### src/rtl/seg7_scan_mux_pkg.sv
// Shared definitions for the 7-segment scan multiplexer: register map,
// CTRL field positions and the hex -> active-low segment table.
package seg7_scan_mux_pkg;

    typedef enum logic [1:0] {
        REG_DATA  = 2'd0,
        REG_DP    = 2'd1,
        REG_BLANK = 2'd2,
        REG_CTRL  = 2'd3
    } reg_e;

    localparam int CTRL_LZS_BIT = 8;

    // Returns {g,f,e,d,c,b,a}, active low.
    function automatic logic [6:0] hex_to_seg_n(input logic [3:0] nib);
        logic [6:0] s;
        case (nib)
            4'h0:    s = 7'h3F;
            4'h1:    s = 7'h06;
            4'h2:    s = 7'h5B;
            4'h3:    s = 7'h4F;
            4'h4:    s = 7'h66;
            4'h5:    s = 7'h6D;
            4'h6:    s = 7'h7D;
            4'h7:    s = 7'h07;
            4'h8:    s = 7'h7F;
            4'h9:    s = 7'h6F;
            4'hA:    s = 7'h77;
            4'hB:    s = 7'h7C;
            4'hC:    s = 7'h39;
            4'hD:    s = 7'h5E;
            4'hE:    s = 7'h79;
            default: s = 7'h71;
        endcase
        return ~s;
    endfunction

endpackage

### src/rtl/seg7_hex_decode.sv
// Registered nibble -> active-low segment decoder (one clock of latency).
module seg7_hex_decode
    import seg7_scan_mux_pkg::*;
(
    input  logic       clk,
    input  logic       rst,
    input  logic [3:0] nib,
    output logic [6:0] seg_n
);

    logic [6:0] seg_d, seg_q;

    always_comb seg_d = hex_to_seg_n(nib);

    always_ff @(posedge clk or posedge rst) begin
        if (rst) seg_q <= 7'h7F;
        else     seg_q <= seg_d;
    end

    assign seg_n = seg_q;

endmodule

### src/rtl/seg7_scan_mux.sv
// Memory-mapped, time-multiplexed common-anode 7-segment driver with PWM
// brightness, leading-zero suppression, anti-ghost dead time and read-back.
module seg7_scan_mux
    import seg7_scan_mux_pkg::*;
#(
    parameter int          NDIGITS = 8,
    parameter logic [31:0] BASE    = 32'h100,
    parameter int          DIVBITS = 16,
    parameter int          PWMBITS = 4
) (
    input  logic               clk,
    input  logic               reset,
    input  logic               enable,
    input  logic               rw,
    input  logic [31:0]        addr,
    input  logic [31:0]        data,
    output logic [31:0]        q,
    output logic [7:0]         seg,
    output logic [NDIGITS-1:0] an
);

    localparam int SELW = (NDIGITS > 1) ? $clog2(NDIGITS) : 1;
    localparam logic [SELW-1:0] SEL_LAST = SELW'(NDIGITS - 1);

    logic [4*NDIGITS-1:0] data_q, data_d;
    logic [NDIGITS-1:0]   dp_q, dp_d, blank_q, blank_d;
    logic [PWMBITS-1:0]   bright_q, bright_d;
    logic                 lzs_q, lzs_d;
    logic [31:0]          q_q, q_d;
    logic [DIVBITS-1:0]   pre_q, pre_d;
    logic [SELW-1:0]      sel_q, sel_d, sel_s1_q, sel_s1_d;
    logic                 on_s1_q, on_s1_d, dp_s1_q, dp_s1_d;
    logic [7:0]           seg_q, seg_d;
    logic [NDIGITS-1:0]   an_q, an_d;

    logic [31:0]               off, rd_val;
    logic                      in_range;
    reg_e                      reg_sel;
    logic [NDIGITS-1:0][3:0]   nibs;
    logic [3:0]                cur_nib;
    logic [6:0]                hex_seg_n;
    logic [PWMBITS-1:0]        phase;
    logic                      pwm_on;
    logic [NDIGITS-1:0]        lz_dark;

    assign off      = addr - BASE;
    assign in_range = (addr >= BASE) && (off < 32'd4);
    assign reg_sel  = reg_e'(off[1:0]);
    assign nibs     = data_q;

    always_comb begin
        data_d   = data_q;
        dp_d     = dp_q;
        blank_d  = blank_q;
        bright_d = bright_q;
        lzs_d    = lzs_q;
        q_d      = q_q;
        rd_val   = '0;
        case (reg_sel)
            REG_DATA:  rd_val[4*NDIGITS-1:0] = data_q;
            REG_DP:    rd_val[NDIGITS-1:0]   = dp_q;
            REG_BLANK: rd_val[NDIGITS-1:0]   = blank_q;
            REG_CTRL: begin
                rd_val[PWMBITS-1:0]  = bright_q;
                rd_val[CTRL_LZS_BIT] = lzs_q;
            end
            default: ;
        endcase
        if (enable && in_range) begin
            if (rw) begin
                case (reg_sel)
                    REG_DATA:  data_d  = data[4*NDIGITS-1:0];
                    REG_DP:    dp_d    = data[NDIGITS-1:0];
                    REG_BLANK: blank_d = data[NDIGITS-1:0];
                    REG_CTRL: begin
                        bright_d = data[PWMBITS-1:0];
                        lzs_d    = data[CTRL_LZS_BIT];
                    end
                    default: ;
                endcase
            end else begin
                q_d = rd_val;
            end
        end
    end

    // Stage 1 decides whether the current slot is lit; stage 2 drives the pins
    // in step with the registered hex decoder.
    always_comb begin
        pre_d = pre_q + 1'b1;
        sel_d = sel_q;
        if (pre_q == '1) sel_d = (sel_q == SEL_LAST) ? '0 : sel_q + 1'b1;

        phase  = pre_q[DIVBITS-1 -: PWMBITS];
        pwm_on = (bright_q == '1) || (phase < bright_q);
        for (int i = 0; i < NDIGITS; i++)
            lz_dark[i] = lzs_q && (i != 0) && ((data_q >> (4 * i)) == '0);

        cur_nib  = nibs[sel_q];
        on_s1_d  = (pre_q != '0) && pwm_on && !blank_q[sel_q] && !lz_dark[sel_q];
        dp_s1_d  = dp_q[sel_q];
        sel_s1_d = sel_q;

        seg_d = on_s1_q ? {~dp_s1_q, hex_seg_n} : 8'hFF;
        an_d  = '1;
        if (on_s1_q) an_d[sel_s1_q] = 1'b0;
    end

    seg7_hex_decode u_dec (
        .clk   (clk),
        .rst   (reset),
        .nib   (cur_nib),
        .seg_n (hex_seg_n)
    );

    always_ff @(posedge clk or posedge reset) begin
        if (reset) begin
            data_q   <= '0;
            dp_q     <= '0;
            blank_q  <= '0;
            bright_q <= '1;
            lzs_q    <= 1'b0;
            q_q      <= '0;
            pre_q    <= '0;
            sel_q    <= '0;
            sel_s1_q <= '0;
            on_s1_q  <= 1'b0;
            dp_s1_q  <= 1'b0;
            seg_q    <= 8'hFF;
            an_q     <= '1;
        end else begin
            data_q   <= data_d;
            dp_q     <= dp_d;
            blank_q  <= blank_d;
            bright_q <= bright_d;
            lzs_q    <= lzs_d;
            q_q      <= q_d;
            pre_q    <= pre_d;
            sel_q    <= sel_d;
            sel_s1_q <= sel_s1_d;
            on_s1_q  <= on_s1_d;
            dp_s1_q  <= dp_s1_d;
            seg_q    <= seg_d;
            an_q     <= an_d;
        end
    end

    assign q   = q_q;
    assign seg = seg_q;
    assign an  = an_q;

endmodule

### config.mk
export PLATFORM = sky130hd
export DESIGN_NAME = seg7_scan_mux
export DESIGN_NICKNAME = d
export VERILOG_FILES = /design/src/rtl/seg7_scan_mux_pkg.sv /design/src/rtl/seg7_hex_decode.sv /design/src/rtl/seg7_scan_mux.sv
export SDC_FILE = /design/constraint.sdc
export NUM_CORES = 1
export LEC_CHECK = 0
export BUFFER_PORTS_ARGS = -buffer_cell sky130_fd_sc_hd__buf_4
export CAP_MARGIN = 20
export CORE_MARGIN = 2
export CORE_UTILIZATION = 45
export CTS_CLUSTER_DIAMETER = 30
export DETAILED_ROUTE_END_ITERATION = 7
export GPL_ROUTABILITY_DRIVEN = 0
export PLACE_DENSITY = 0.65
export SYNTH_ARGS = -nofsm -noshare
export SYNTH_HDL_FRONTEND = slang
export SYNTH_HIERARCHICAL = 1
export SYNTH_SLANG_ARGS = --single-unit
### constraint.sdc
create_clock -name clk -period 11.3 [get_ports clk]
set_clock_uncertainty 0.1 [all_clocks]
set_input_delay 2.26 -clock clk [delete_from_list [all_inputs] [get_ports clk]]
set_output_delay 2.26 -clock clk [all_outputs]
set_load 0.03 [all_outputs]
==> metrics.yaml <==
layout:
  fin_cells: 813
  drive_above_1_share: 0.403
  nets: 707
  seqCellArea_um2: 3340
  most-common-layout-cells: "buf_4 (118), dfrtp_1 (105), mux2_2 (61)"
  multi_input_area_um2: 2700
  fillers: 1141
  final_area_um2: 7990
  area_growth_pct: 27.5
  antenna_cells: 0
  final_common_cell: "buf_4"
timing:
  fmax_ghz: 0.214
  maxSlewHeadroom: 0.468
  rsz0062_at_grt: "no"
  finalSetupTns_ns: 0
  final-hold-violation-count: 0
  fin_crit_sh: 0.413
  fin_crit_ns: 4.67
  tightestPinTransition_ns: 0.798
  setup_viol: 0
  drv_slew: 0
place:
  portBuffers: 115
  dp_cells: 779
  dp_hpwl_um: 9780
  dpl_cell_area_um2: 7280
setup_path:
  cp_top_family: "simple AND/OR/NAND/NOR gates"
  required_ns: 11.49
  r2r_slack_ns: 8.60
  cpMostUsedCell: "buf_4"
  critPathKind: "primary input to register"
  critical_path.endpoint_type: "register"
  crit_slowest_cell: "nor4_1"
  worst-path-max-fanout: 28
  worst_ep_arrival_time_ns: 4.86
  cp-start-kind: "primary input"
  max_stage_delay_ns: 0.45
  critPathBufInv: 2
  path_cells: "buf_4 > nor4_1 > nand4_1 > or2_1 > a2111oi_4 > nand4b_1 > buf_4 > mux2_1"
floorplan:
  ios: 116
  fp.dieH_um: 122
  die_area_um2: 14900
  fp-row-count: 43
  initial_core_util: 0.456
  core_area_um2: 13700
  die-width_um: 122
detailed_routing:
  first_pass_iters: 5
  drc_errors: 0
  ant_nets: 0
  wl_per_cell_um: 17.1
  vias: 4314
  drt_iter0_drc: 348
  wl_um: 13900
  routed_via_density: 5.31
global_route:
  grt_pass1_vias: 4547
  antenna_found_initial: 0
  grt_pass1_wl_um: 23000
  grt-ovfl-total: 0
  grt_max_degree: 65
  grtUsageTotal: 0.199
clocking:
  clock_latency_ns: 0.41
  postCtsSetupBuffers: 0
  cts-hold-fix-buffers: 0
  root_buffer: "clkbuf_16"
  clk_path_buf_depth: 2
  h-tree-depth: 4
  clk_pin_slew_worst_paths_ns: 0.06
  ctsResizeCount: 0
  cts_tree: "done"
  cts_num_sinks: 132
  cts_made_buffers: 17
job:
  drv_cap: 0
power_and_ir_drop:
  ir_worst_vdd_v: 0.000134
  p_leak_uw: 0.00394
  p_per_area_nw_per_um2: 139
logic_synthesis:
  synth-main-ff-cell: "dfrtp_1"
  synth_fp_nets: 588
  yosys_register_bits: 132
  yosysUniqueCellTypes: 46
  syn_avg_cell_area_um2: 12.5
  syn-cell-area_um2: 6260
  synth_warnings: 6
  synthArstFlopShare: 1.00
  synthCells: 501
  yosysSeqAreaShare: 0.533
  synth_edf_count: 0
run_status:
  status: "complete, no violations"
worst_hold_path:
  min_path_type: "register to register"
## worst register-to-register path, delay by kind of cell (launching register included)
family / cells / cell delay [ns]
compound gates: 1 / 0.08
fa+ha+maj: 1 / 0.24
buf+inv: 2 / 0.37
flops: 1 / 0.54
mux: 2 / 0.87
simple gates: 2 / 0.45
## registers in the layout, summed over array words and instances (netlist names)
name,count
an,8
blank_q,8
bright_q,4
data_q,32
dp_q,8
dp_s1_q,1
lzs_q,1
on_s1_q,1
pre_q,16
q,32
seg,8
sel_q,3
sel_s1_q,3
u_dec/seg_n,7
## layer usage
layer | wire length [um] | global-route usage | vias up
met3 | 695 | 0.0524 | 14
met5 | 0 | 0 | -
li1 | - | - | 2025
met2 | 7110 | 0.337 | 114
met4 | 157 | 0.0553 | 0
met1 | 5920 | 0.254 | 2161
## metrics by stage
step	hold WS, ns	utilization	total power [uW]	setup WS (ns)
6_report	0.298	0.582	1110	6.63
5_1_grt	0.323	0.582	1150	6.34
4_1_cts	0.316	0.578	1120	6.63
3_5_place_dp	0.271	0.531	522	6.20
3_3_place_gp	0.261	0.531	521	6.29
2_1_floorplan	0.252	-	496	5.65
## area by class of cell
type                    instances  area share
clock buffers                  19      0.0555
clock inverters                13      0.0257
inverters                      37      0.0177
repair buffers                120       0.118
multi-input cells             312       0.338
flip-flops and latches        132       0.418
well taps                     180      0.0282
## synthesized netlist by cell type (2+ instances only)
cell | number | share of area
buf_1 | 2 | 0.0012
a21oi_1 | 4 | 0.0032
a41oi_1 | 2 | 0.0028
o41ai_1 | 2 | 0.0028
nand2_1 | 40 | 0.024
dfstp_2 | 27 | 0.11
a21o_1 | 3 | 0.0036
nor2_1 | 17 | 0.010
nor4b_1 | 3 | 0.0042
a31oi_1 | 2 | 0.0020
a22o_1 | 2 | 0.0028
a222oi_1 | 8 | 0.013
clkbuf_1 | 10 | 0.0060
dfrtp_1 | 105 | 0.42
xor2_1 | 3 | 0.0042
ha_1 | 19 | 0.038
o21ai_0 | 7 | 0.0056
nor3_1 | 7 | 0.0056
nor4_1 | 9 | 0.0090
mux2_2 | 61 | 0.11
mux2i_1 | 27 | 0.043
nand4_1 | 9 | 0.0090
inv_1 | 37 | 0.022
or4_1 | 2 | 0.0024
mux4_2 | 12 | 0.043
buf_2 | 7 | 0.0056
and3_1 | 6 | 0.0060
nand3_1 | 16 | 0.013
nor2b_1 | 5 | 0.0050
xnor2_1 | 13 | 0.018
mux2_1 | 9 | 0.016
nand2b_1 | 11 | 0.011
## path summary, 6_finish.rpt
| path | startpoint | end | cells past startpoint |
|---|---|---|---|
| worst max-delay path | addr[9] | q[5]$_DFFE_PP0P_ | 8 |
| worst min-delay path | dp_s1_q$_DFF_PP0_ | seg[7]$_DFF_PP1_ | 1 |
| worst max register to register | sel_q[0]$_DFFE_PP0N_ | u_dec/seg_n[0]$_DFF_PP1_ | 8 |
| worst min register to register | dp_s1_q$_DFF_PP0_ | seg[7]$_DFF_PP1_ | 1 |
| max in group asynchronous | reset | data_q[12]$_DFFE_PP0P_ | 3 |
| min in group asynchronous | reset | pre_q[10]$_DFF_PP0_ | 2 |
## where the power goes
part,internal (uW),switching [uW]
Clock,397,201
Sequential,473,0.00000481
Combinational,18.8,21.8
## kinds of logic (layout without fill, tap and decap cells)
kind of cell / after synthesis / after routing / share of synthesized area
buffers and inverters: 57 / 189 / 0.0368
adder cells (fa/ha/maj): 19 / 19 / 0.0380
XOR/XNOR: 16 / 16 / 0.0224
AO/OA/AOI/OAI: 36 / 36 / 0.0462
multiplexers: 110 / 110 / 0.216
flip-flops: 132 / 132 / 0.533
AND/OR/NAND/NOR: 131 / 131 / 0.107
Power figures use the tool's default switching activity.
